File: src/rtl/mult_cmd_driver.sv
// Command-to-handshake front end for the multiplier: builds operand parity,
// runs req/ack/result_rdy with the multiplier and returns one response per command.
package mult_pkg;
    typedef enum logic [2:0] {
        RST_OP            = 3'b000,
        VALID_A_B         = 3'b001,
        INVALID_A_B       = 3'b010,
        VALID_A_INVALID_B = 3'b011,
        VALID_B_INVALID_A = 3'b100
    } operation_t;
endpackage

module mult_cmd_driver
    import mult_pkg::*;
#(
    parameter int DATA_W     = 16,
    parameter int TIMEOUT    = 255,
    parameter int RST_CYCLES = 2
) (
    input  logic                clk,
    input  logic                rst_n,
    input  logic                cmd_valid,
    output logic                cmd_ready,
    input  logic [2:0]          cmd_op,
    input  logic [DATA_W-1:0]   cmd_a,
    input  logic [DATA_W-1:0]   cmd_b,
    output logic                mult_rst_n,
    output logic                req,
    output logic [DATA_W-1:0]   arg_a,
    output logic [DATA_W-1:0]   arg_b,
    output logic                arg_a_parity,
    output logic                arg_b_parity,
    input  logic                ack,
    input  logic [2*DATA_W-1:0] result,
    input  logic                result_parity,
    input  logic                result_rdy,
    input  logic                arg_parity_error,
    output logic                rsp_valid,
    input  logic                rsp_ready,
    output logic [2:0]          rsp_op,
    output logic [2*DATA_W-1:0] rsp_result,
    output logic                rsp_arg_err,
    output logic                rsp_arg_err_mismatch,
    output logic                rsp_res_par_err,
    output logic                rsp_timeout
);

    localparam int CNT_W = $clog2(TIMEOUT + 1);
    localparam int RC_W  = $clog2(RST_CYCLES + 1);

    typedef enum logic [2:0] {IDLE, MRST, REQ, WAIT_RES, RSP} state_t;

    state_t           r_state;
    logic [2:0]       r_op;
    logic             r_exp_err;
    logic [CNT_W-1:0] r_cnt;
    logic [RC_W-1:0]  r_rst_cnt;

    logic w_inv_a;
    logic w_inv_b;
    logic w_res_par_err;

    // Opcodes 101-111 invert nothing, so they behave exactly like VALID_A_B.
    assign w_inv_a       = (cmd_op == INVALID_A_B) || (cmd_op == VALID_B_INVALID_A);
    assign w_inv_b       = (cmd_op == INVALID_A_B) || (cmd_op == VALID_A_INVALID_B);
    assign w_res_par_err = result_parity ^ (^result);
    assign cmd_ready     = (r_state == IDLE);

    always_ff @(posedge clk) begin
        if (!rst_n) begin
            r_state              <= IDLE;
            r_op                 <= '0;
            r_exp_err            <= 1'b0;
            r_cnt                <= '0;
            r_rst_cnt            <= '0;
            mult_rst_n           <= 1'b1;
            req                  <= 1'b0;
            arg_a                <= '0;
            arg_b                <= '0;
            arg_a_parity         <= 1'b0;
            arg_b_parity         <= 1'b0;
            rsp_valid            <= 1'b0;
            rsp_op               <= '0;
            rsp_result           <= '0;
            rsp_arg_err          <= 1'b0;
            rsp_arg_err_mismatch <= 1'b0;
            rsp_res_par_err      <= 1'b0;
            rsp_timeout          <= 1'b0;
        end else begin
            case (r_state)
                IDLE: begin
                    if (cmd_valid) begin
                        r_op         <= cmd_op;
                        arg_a        <= cmd_a;
                        arg_b        <= cmd_b;
                        arg_a_parity <= (^cmd_a) ^ w_inv_a;
                        arg_b_parity <= (^cmd_b) ^ w_inv_b;
                        r_exp_err    <= w_inv_a | w_inv_b;
                        r_cnt        <= '0;
                        r_rst_cnt    <= '0;
                        if (cmd_op == RST_OP) begin
                            mult_rst_n <= 1'b0;
                            r_state    <= MRST;
                        end else begin
                            req     <= 1'b1;
                            r_state <= REQ;
                        end
                    end
                end
                MRST: begin
                    if (r_rst_cnt == RC_W'(RST_CYCLES - 1)) begin
                        mult_rst_n           <= 1'b1;
                        rsp_valid            <= 1'b1;
                        rsp_op               <= r_op;
                        rsp_result           <= '0;
                        rsp_arg_err          <= 1'b0;
                        rsp_arg_err_mismatch <= 1'b0;
                        rsp_res_par_err      <= 1'b0;
                        rsp_timeout          <= 1'b0;
                        r_state              <= RSP;
                    end else begin
                        r_rst_cnt <= r_rst_cnt + RC_W'(1);
                    end
                end
                REQ, WAIT_RES: begin
                    r_cnt <= r_cnt + CNT_W'(1);
                    // result_rdy outranks both the timeout and a pending ack.
                    if (result_rdy) begin
                        req                  <= 1'b0;
                        rsp_valid            <= 1'b1;
                        rsp_op               <= r_op;
                        rsp_result           <= result;
                        rsp_arg_err          <= arg_parity_error;
                        rsp_arg_err_mismatch <= arg_parity_error ^ r_exp_err;
                        rsp_res_par_err      <= w_res_par_err;
                        rsp_timeout          <= 1'b0;
                        r_state              <= RSP;
                    end else if (r_cnt == CNT_W'(TIMEOUT - 1)) begin
                        req                  <= 1'b0;
                        rsp_valid            <= 1'b1;
                        rsp_op               <= r_op;
                        rsp_result           <= '0;
                        rsp_arg_err          <= 1'b0;
                        rsp_arg_err_mismatch <= 1'b0;
                        rsp_res_par_err      <= 1'b0;
                        rsp_timeout          <= 1'b1;
                        r_state              <= RSP;
                    end else if (r_state == REQ && ack) begin
                        req     <= 1'b0;
                        r_state <= WAIT_RES;
                    end
                end
                RSP: begin
                    if (rsp_ready) begin
                        rsp_valid <= 1'b0;
                        r_state   <= IDLE;
                    end
                end
                default: r_state <= IDLE;
            endcase
        end
    end

endmodule

File: config.mk
export PLATFORM = sky130hd
export DESIGN_NAME = mult_cmd_driver
export DESIGN_NICKNAME = d
export VERILOG_FILES = /design/src/rtl/mult_cmd_driver.sv
export SDC_FILE = /design/constraint.sdc
export NUM_CORES = 1
export LEC_CHECK = 0
export CORE_MARGIN = 2
export CORE_UTILIZATION = 48
export DETAILED_ROUTE_END_ITERATION = 8
export PLACE_DENSITY = 0.86
export SLEW_MARGIN = 20
export SYNTH_ARGS = -nofsm -noshare
export SYNTH_HDL_FRONTEND = slang
export SYNTH_SLANG_ARGS = --single-unit
File: constraint.sdc
create_clock -name clk -period 3.65 [get_ports clk]
set_input_delay 0.73 -clock clk [delete_from_list [all_inputs] [get_ports clk]]
set_output_delay 0.73 -clock clk [all_outputs]
set_load 0.005 [all_outputs]
==> impl_metrics.json, run 1 <==
{
  "clockBufferDepth": 2,
  "clock_sinks": 93,
  "cts_setup_buffers": 0,
  "track_usage_pct": 22.8,
  "reg2reg_from": "r_cnt[0]",
  "top_layer_used": "met4",
  "max_cap_viol_count": 0,
  "holdBufCountCts": 0,
  "yosysWarnings": 0,
  "fin_crit_ps": 2320,
  "ys_ff_latch": 93,
  "drt_wl_total_um": 10500,
  "fin_cells": 717,
  "cts_resized": 0,
  "antennaDiodeCount": 0,
  "wl_per_cell_um": 14.7,
  "seqCellArea_um2": 1860,
  "netlist_instances": 468,
  "power-per-cell-area_nw_per_um2": 604,
  "grt.overflow.total": 0,
  "power_switching_share_pct": 33.6,
  "fin_nets": 685,
  "critPathLaunchType": "flop",
  "async_flop_share_pct": 0,
  "finalHoldViolations": 0,
  "nFillCells": 607,
  "synth_cell_types": 42,
  "outcome": "completed",
  "die_w_um": 95.8,
  "switching_power_uw": 1180,
  "post_drt_via_cell_ratio": 5.32,
  "rsz0062_at_grt": "no",
  "htreeDepth": 3,
  "die_h_um": 95.8,
  "holdPathStages": 2,
  "slew_headroom_pct": 59.2,
  "p_leak_uw": 0.00212,
  "setup_viol": 0,
  "netlist_area_um2": 4050,
  "gp_congestion": 0.742,
  "max_freq_mhz": 431,
  "drtPass1Iterations": 4,
  "dp.cells": 701,
  "end_kind": "output port",
  "drt_iter0_markers": 116,
  "drc": 0,
  "core_area_um2": 8180,
  "num_rows": 33,
  "comb_power_share_pct": 40.4,
  "skew_ps": 8.72,
  "synth_edf_count": 0,
  "path_clk_slew_ps": 90,
  "syn_nets": 546,
  "dp_hpwl_um": 7710,
  "p_int_uw": 2340,
  "grt_max_degree": 39,
  "hold_class": "flop to flop",
  "multi_input_area_um2": 2040,
  "postSynthAreaPerCell_um2": 8.64,
  "timing.rr.end": "rsp_timeout",
  "numCtsBuffers": 9,
  "ios": 152,
  "vias": 3818,
  "crit_type": "flop to output port",
  "hold_end": "arg_a[14]",
  "cts_tree": "built",
  "drv_slew": 0,
  "crit_path_max_fanout": 9,
  "detail-route-antenna-nets": 0,
  "wl_met1_um": 4340,
  "fin_tns_setup_ps": 0,
  "synth_top_flop_cell": "dfxtp_1",
  "routed-wl-met3_um": 1270,
  "antenna_found_initial": 0,
  "clock-root-buffer": "clkbuf_8",
  "vdd_drop_max_mv": 0.339,
  "grt_pass1_vias": 3698,
  "start_util_pct": 49.5,
  "critPathRequiredTime_ps": 2920,
  "clk_latency_ps": 350,
  "grt_pass1_wl_um": 16500,
  "p_clk_share_pct": 21.6,
  "r2r_slack_ps": 1670,
  "hold_start": "arg_a[14]",
  "wl_met2_um": 4750,
  "reg2reg_depth": 9,
  "seq_power_share_pct": 38.0,
  "worstMarginPinSlew_ps": 612,
  "area_growth_pct": 44.4,
  "port_buffers": 151,
  "arrival_ps": 1590,
  "drive_gt1_share_pct": 4.74,
  "synth_seq_area_share_pct": 46.0,
  "die_area_um2": 9180,
  "min_period_over_period_pct": 63.6
}
==> cells in the mapped netlist (all sizes together), types with 3 or more instances <==
library cell  instances  share of area [%]
xnor2                49                 11
nor2b                 3               0.46
mux2i                 3               0.74
nand2b                4               0.62
inv                   3               0.28
a31oi                 5               0.77
o21ai                 6               0.74
nand2                80                7.4
a21oi                52                6.4
dfxtp                93                 46
buf                  13                1.7
a22oi                34                6.3
xnor3                 4                2.2
ha                    3               0.93
nor2                 56                5.3
nand4                 3               0.46
nand3                 6               0.74
xor2                  7                1.5
nor3                  6                1.1
clkbuf               16                1.5
==> cell type report <==
type                            count  area share [%]
Clock buffer                       11            2.42
Clock inverter                      5            1.41
Inverter                            4           0.257
Multi-Input combinational cell    342            34.9
Sequential cell                    93            31.9
Tap cell                          105            2.25
Timing Repair Buffer              157            26.9
==> flip-flops by register name, summed over array words and instances, names as in the netlist <==
name                  flops
req                       1
arg_b                    16
r_op                      3
r_exp_err                 1
rsp_res_par_err           1
r_rst_cnt                 2
rsp_arg_err_mismatch      1
mult_rst_n                1
arg_a_parity              1
rsp_op                    3
r_cnt                     8
r_state                   3
rsp_arg_err               1
arg_b_parity              1
rsp_timeout               1
rsp_valid                 1
rsp_result               32
arg_a                    16
==> placed cells by master, fill, tap and decap left out, types with 3 or more instances in the layout <==
| master | synthesis | routed |
|---|---|---|
| o21ai_0 | 5 | 5 |
| a22oi_1 | 34 | 34 |
| nand2b_1 | 4 | 4 |
| a31oi_1 | 5 | 5 |
| nand2_1 | 80 | 80 |
| xor2_1 | 7 | 7 |
| nor2_1 | 55 | 55 |
| nor2b_1 | 3 | 3 |
| xnor3_1 | 4 | 4 |
| clkdlybuf4s50_1 | 0 | 151 |
| inv_1 | 3 | 3 |
| nor3_1 | 4 | 4 |
| a21oi_1 | 52 | 52 |
| clkbuf_8 | 0 | 10 |
| ha_1 | 3 | 3 |
| dfxtp_1 | 93 | 93 |
| mux2i_1 | 3 | 3 |
| nand4_1 | 3 | 3 |
| nand3_1 | 6 | 6 |
| buf_4 | 2 | 5 |
| xnor2_1 | 48 | 48 |
==> worst max path at each step <==
stage	start	end	slack, ps	cells after the start
after global placement	rst_n	req	1160	4
after floorplan	result[29]	rsp_res_par_err	1800	6
after detailed placement	rst_n	arg_b[5]	1110	4
after CTS	r_state[0]	cmd_ready	1310	2
after global routing	r_state[0]	cmd_ready	1240	2
final	r_state[0]	cmd_ready	1330	2
==> per-stage QoR <==
step	instance area, um2	hold slack (ps)	setup slack (ps)	utilization, %	total power [uW]
floorplan	4050	436	1800	-	2190
global placement	5620	441	1160	68.7	2750
detailed placement	5620	446	1110	68.7	2790
CTS	5840	459	1310	71.5	3550
global route	5840	474	1240	71.5	3770
finish	5840	460	1330	71.5	3530
==> metal layers <==
layer  track usage (%)  vias to the layer above
met1              26.0                     1764
met3              8.85                       17
met5                 0                        -
met2              38.8                      178
li1                  -                     1859
met4              8.45                        0
==> kinds of logic (layout without fill, tap and decap cells) <==
kind of cell / Yosys count / count (layout) / share of synthesized area [%]
DFF: 93 / 93 / 46.0
AOI/OAI and AO/OA: 106 / 106 / 16.1
adders and majority gates: 3 / 3 / 0.928
muxes: 3 / 3 / 0.742
buffers and inverters: 33 / 177 / 3.59
and+or+nand+nor: 170 / 170 / 18.1
xor gates and xnor gates: 60 / 60 / 14.5
==> worst max-delay path: stages (launching register included) <==
cell             delay, ps
dfxtp_1                410
nor3_4                 290
clkdlybuf4s50_1        540
==> power groups by stage <==
stage	sequential [uW]	clock, uW	combinational, uW
after floorplan	1340	0	845
after global placement	1350	0	1390
after detailed placement	1360	0	1430
after CTS	1340	780	1430
after global routing	1360	826	1580
final	1340	761	1430
Note: power is estimated with default switching activity, not from simulation.
==> run 2: changes to the inputs <==
- CORE_UTILIZATION: 48 -> 40
- PLACE_DENSITY: 0.86 -> 0.77
- clock period: 3.65 -> 1.9 ns (I/O delays scaled with it)
==> run 2 against run 1 <==
Net effect: largest cell class unchanged; count of clock-buffer cells in the layout rose by 1; flip-flop and latch count did not move; design area rose by 4.0%; combinational power rose by 110%; via count rose by 0.92%.
==> impl_metrics.json, run 2 (synthesized netlist as in run 1, its figures left out) <==
{
  "top_regs": "rsp_result: 32 flops, arg_a: 16 flops, arg_b: 16 flops",
  "die_h_um": 105,
  "core_area_um2": 9770,
  "p_leak_uw": 0.00223,
  "drc": 0,
  "numCtsBuffers": 9,
  "clock_sinks": 93,
  "skew_ps": 15.3,
  "vdd_drop_max_mv": 0.663,
  "grt_pass1_wl_um": 17900,
  "num_rows": 36,
  "worstMarginPinSlew_ps": 384,
  "antenna_found_initial": 0,
  "crit_type": "input port to flop",
  "clock-root-buffer": "clkbuf_8",
  "antennaDiodeCount": 0,
  "grt_max_degree": 56,
  "max_cap_viol_count": 0,
  "ios": 152,
  "grt_pass1_vias": 3730,
  "outcome": "completed",
  "hold_end": "arg_b[11]",
  "setup_viol": 0,
  "track_usage_pct": 20.0,
  "reg2reg_from": "r_state[1]",
  "min_period_over_period_pct": 93.5,
  "rsz0062_at_grt": "no",
  "top_register": "rsp_result",
  "slew_headroom_pct": 74.4,
  "drt_wl_total_um": 11000,
  "fin_crit_ps": 1780,
  "port_buffers": 151,
  "drv_slew": 0,
  "max_freq_mhz": 563,
  "wl_per_cell_um": 14.4,
  "critPathLaunchType": "input port",
  "reg2reg_depth": 4,
  "area_growth_pct": 50.2,
  "drtPass1Iterations": 5,
  "fin_tns_setup_ps": 0,
  "cts_setup_buffers": 0,
  "arrival_ps": 2000,
  "gp_congestion": 0.789,
  "die_w_um": 105,
  "drt_iter0_markers": 143,
  "drive_gt1_share_pct": 8.06,
  "grt.overflow.total": 0,
  "vias": 3853,
  "hold_class": "flop to flop",
  "crit_path_max_fanout": 2,
  "fin_nets": 706,
  "cts_tree": "built",
  "most-common-layout-cells": "150 x clkdlybuf4s50_1, 92 x dfxtp_1, 80 x nand2_1, 55 x nor2_1, 52 x a21oi_1",
  "detail-route-antenna-nets": 0,
  "post_drt_via_cell_ratio": 5.03,
  "end_kind": "flop",
  "path_clk_slew_ps": 80,
  "htreeDepth": 3,
  "holdPathStages": 2,
  "clk_latency_ps": 350,
  "start_util_pct": 41.4,
  "dp_hpwl_um": 8180,
  "largest_register_ffs": 32,
  "power-per-cell-area_nw_per_um2": 1150,
  "hold_start": "arg_b[11]",
  "clockBufferDepth": 2,
  "r2r_slack_ps": 230,
  "finalHoldViolations": 0,
  "critPathRequiredTime_ps": 2130,
  "die_area_um2": 10900,
  "timing.rr.end": "r_cnt[7]",
  "layout_commonest_cell": "clkdlybuf4s50_1",
  "hold_ws_ps": 456
}
-- run 2: stage by stage --
step | total power [uW] | utilization [%] | area, um2 | std cells | setup WS, ps
after floorplan | 4200 | - | 4050 | 468 | 250
after global placement | 5500 | 59.8 | 5850 | 750 | -207
after detailed placement | 5580 | 59.8 | 5850 | 750 | -243
after CTS | 7060 | 62.1 | 6070 | 766 | 126
after global routing | 7450 | 62.1 | 6070 | 766 | 39.0
final | 6980 | 62.1 | 6070 | 766 | 124
-- run 2: layer usage --
| layer | up-vias | global-route usage (%) | share of wire, % |
|---|---|---|---|
| li1 | 1906 | - | - |
| met4 | 0 | 6.37 | 1.6 |
| met2 | 162 | 31.8 | 44 |
| met5 | - | 0 | 0 |
| met3 | 15 | 7.92 | 11 |
| met1 | 1770 | 24.8 | 43 |
-- run 2: how the worst max path moves through the flow --
| stage | depth (start not counted) | slack, ps | end | from |
|---|---|---|---|---|
| floorplan | 8 | 250 | rsp_op[0] | r_cnt[0] |
| global placement | 7 | -210 | rsp_res_par_err | result[5] |
| detailed placement | 7 | -240 | rsp_res_par_err | result[6] |
| CTS | 7 | 130 | rsp_res_par_err | result[6] |
| global route | 7 | 40 | arg_a_parity | cmd_a[5] |
| finish | 7 | 120 | rsp_res_par_err | result[6] |
-- run 2: final cells by class --
cell class                      instances  area, um2
Clock buffer                           12        155
Sequential cell                        93       1860
Tap cell                              133        166
Clock inverter                          4       70.1
Multi-Input combinational cell        342       2040
Fill cell                             841       3700
Inverter                                4       15.0
Timing Repair Buffer                  178       1760
-- run 2: where the power goes --
group	leakage, uW	switching (uW)	total [uW]	internal (uW)
registers	0.000758	241	2560	2320
clock network	0.000116	655	1470	810
logic	0.00136	1420	2960	1540
-- run 2: worst max-delay path, stage by stage --
cell and delay, ps:
clkdlybuf4s50_1 520, xor2_1 200, xnor2_1 170, xnor2_1 150, xnor3_1 430, nand2_1 70, o211ai_1 80
-- run 2: what timing repair did --
action	in CTS	in global routing
hold buffers	0	0
setup endpoints to repair	1	0
resized for setup	2	0
==> run 3: changes to the inputs <==
- CORE_ASPECT_RATIO: not set -> 0.5
==> run 3 against run 2 <==
Net effect: cell count grew 0.26%; clock power grew 32%; design area grew 1.5%; hold slack lost 5.7 ps; first-iteration DRC count shrank 6.3%; setup slack lost 64 ps; critical path type is now flop to output port.
==> impl_metrics.json, run 3 (synthesized netlist as in run 1, its figures left out) <==
{
  "htreeDepth": 3,
  "met2_usage_pct": 33.1,
  "cts_tree": "built",
  "worstMarginPinSlew_ps": 318,
  "seq_power_share_pct": 34.2,
  "top_regs": "rsp_result: 32 flops, arg_a: 16 flops, arg_b: 16 flops",
  "grt.overflow.total": 0,
  "place_area_um2": 5830,
  "hold_start": "arg_b_parity",
  "die_area_um2": 11000,
  "layout_commonest_cell": "clkdlybuf4s50_1",
  "outcome": "completed",
  "hold_class": "flop to flop",
  "crit_type": "flop to output port",
  "start_util_pct": 42.0,
  "die_w_um": 146,
  "skew_ps": 8.63,
  "dp_hpwl_um": 7920,
  "area_growth_pct": 52.5,
  "cp_cell_sequence": "nor3_4 > clkdlybuf4s50_1",
  "clock-root-buffer": "clkbuf_16",
  "end_kind": "output port",
  "die_h_um": 75.1,
  "fin_tns_setup_ps": 0,
  "wl_per_cell_um": 14.2,
  "setup_viol": 0,
  "power_switching_share_pct": 32.4,
  "fin_crit_ps": 1840,
  "crit_path_max_fanout": 8,
  "antennaDiodeCount": 0,
  "port_buffers": 151,
  "slowest_delay_ps": 530,
  "holdBufCountCts": 0,
  "worstSetupStartpoint": "r_state[1]",
  "met3_usage_pct": 4.79,
  "dp.cells": 751,
  "drv_slew": 0,
  "vdd_drop_max_mv": 0.661,
  "drc": 0,
  "fin_nets": 706,
  "drtPass1Iterations": 5,
  "critPathBufInv": 1,
  "max_freq_mhz": 543,
  "numCtsBuffers": 9,
  "rsz0062_at_grt": "no",
  "drt_iter0_markers": 134,
  "clock_sinks": 93,
  "post_drt_via_cell_ratio": 4.91,
  "drive_gt1_share_pct": 8.37,
  "utilization_pct": 64.0,
  "max_cap_viol_count": 0,
  "detail-route-antenna-nets": 0,
  "min_period_over_period_pct": 96.8,
  "drt_wl_total_um": 10900,
  "ios": 152,
  "finalHoldViolations": 0,
  "r2r_slack_ps": 260,
  "switching_power_uw": 2430,
  "grt_max_degree": 36,
  "reg2reg_from": "r_cnt[1]",
  "grt_use_met1_pct": 25.7,
  "antenna_found_initial": 0,
  "p_leak_uw": 0.00227,
  "p_int_uw": 5050,
  "grt_pass1_vias": 3486,
  "path_clk_slew_ps": 60,
  "comb_power_share_pct": 39.9,
  "track_usage_pct": 19.6,
  "num_rows": 25,
  "busiest_layer": "met2",
  "core_area_um2": 9630,
  "path_delay_family": "buffers and inverters",
  "largest_register_ffs": 32,
  "power-per-cell-area_nw_per_um2": 1210,
  "design_area_um2": 6170,
  "gp_congestion": 0.784,
  "fin_cells": 768,
  "critPathRequiredTime_ps": 1520,
  "critPathLaunchType": "flop",
  "p_clk_share_pct": 25.9,
  "top_register": "rsp_result",
  "slowest_stage": "clkdlybuf4s50_1",
  "slew_headroom_pct": 78.7,
  "grt_pass1_wl_um": 17200,
  "clk_latency_ps": 340,
  "most-common-layout-cells": "151 x clkdlybuf4s50_1, 91 x dfxtp_1, 80 x nand2_1, 55 x nor2_1, 52 x a21oi_1",
  "clockBufferDepth": 2,
  "arrival_ps": 1460,
  "vias": 3769
}
==> run 3: path summary, 6_finish.rpt <==
kind | end | cells past startpoint
worst min-delay path | arg_b_parity | 2
worst max register to register | req | 7
worst max-delay path | cmd_ready | 2
worst min register to register | arg_b_parity | 2
==> run 3: timing repair <==
action,in CTS,in global routing
gates resized for setup,1,2
gates cloned,0,0
pin swaps,1,0
setup buffers,1,0
endpoints found under the setup margin,1,2
==> run 3: final cells by class <==
type	instances	area, um2
Clock buffer	10	229
Clock inverter	6	95.1
Fill cell	813	3470
Inverter	4	15.0
Multi-Input combinational cell	342	2060
Sequential cell	93	1860
Tap cell	135	169
Timing Repair Buffer	178	1740
==> run 3: per-layer routing <==
| layer | vias to the layer above | routed length, um |
|---|---|---|
| met1 | 1736 | 5070 |
| met3 | 14 | 647 |
| met4 | 0 | 139 |
| li1 | 1904 | - |
| met5 | - | 0 |
| met2 | 115 | 5040 |
==> run 3: metrics by stage <==
stage	setup slack [ps]	hold slack (ps)	total power [uW]
after global routing	2.07	474	7950
final	60.0	450	7480
after floorplan	250	436	4200
after global placement	-166	437	5500
after CTS	32.4	454	7540
after detailed placement	-258	445	5550
==> run 3: power groups by stage <==
stage | logic [uW] | clock network, uW | registers, uW
3_5_place_dp | 2950 | 0 | 2590
6_report | 2980 | 1940 | 2560
4_1_cts | 3000 | 1980 | 2560
3_3_place_gp | 2920 | 0 | 2580
2_1_floorplan | 1620 | 0 | 2580
5_1_grt | 3280 | 2070 | 2610
==> run 3: worst reg2reg max path, cell delays in order (launching register included) <==
cell and delay [ps]:
dfxtp_1 430, ha_1 190, nand2_1 60, nor3_2 260, nor3_1 120, a21oi_1 210
a21oi_1 100, a211oi_1 190
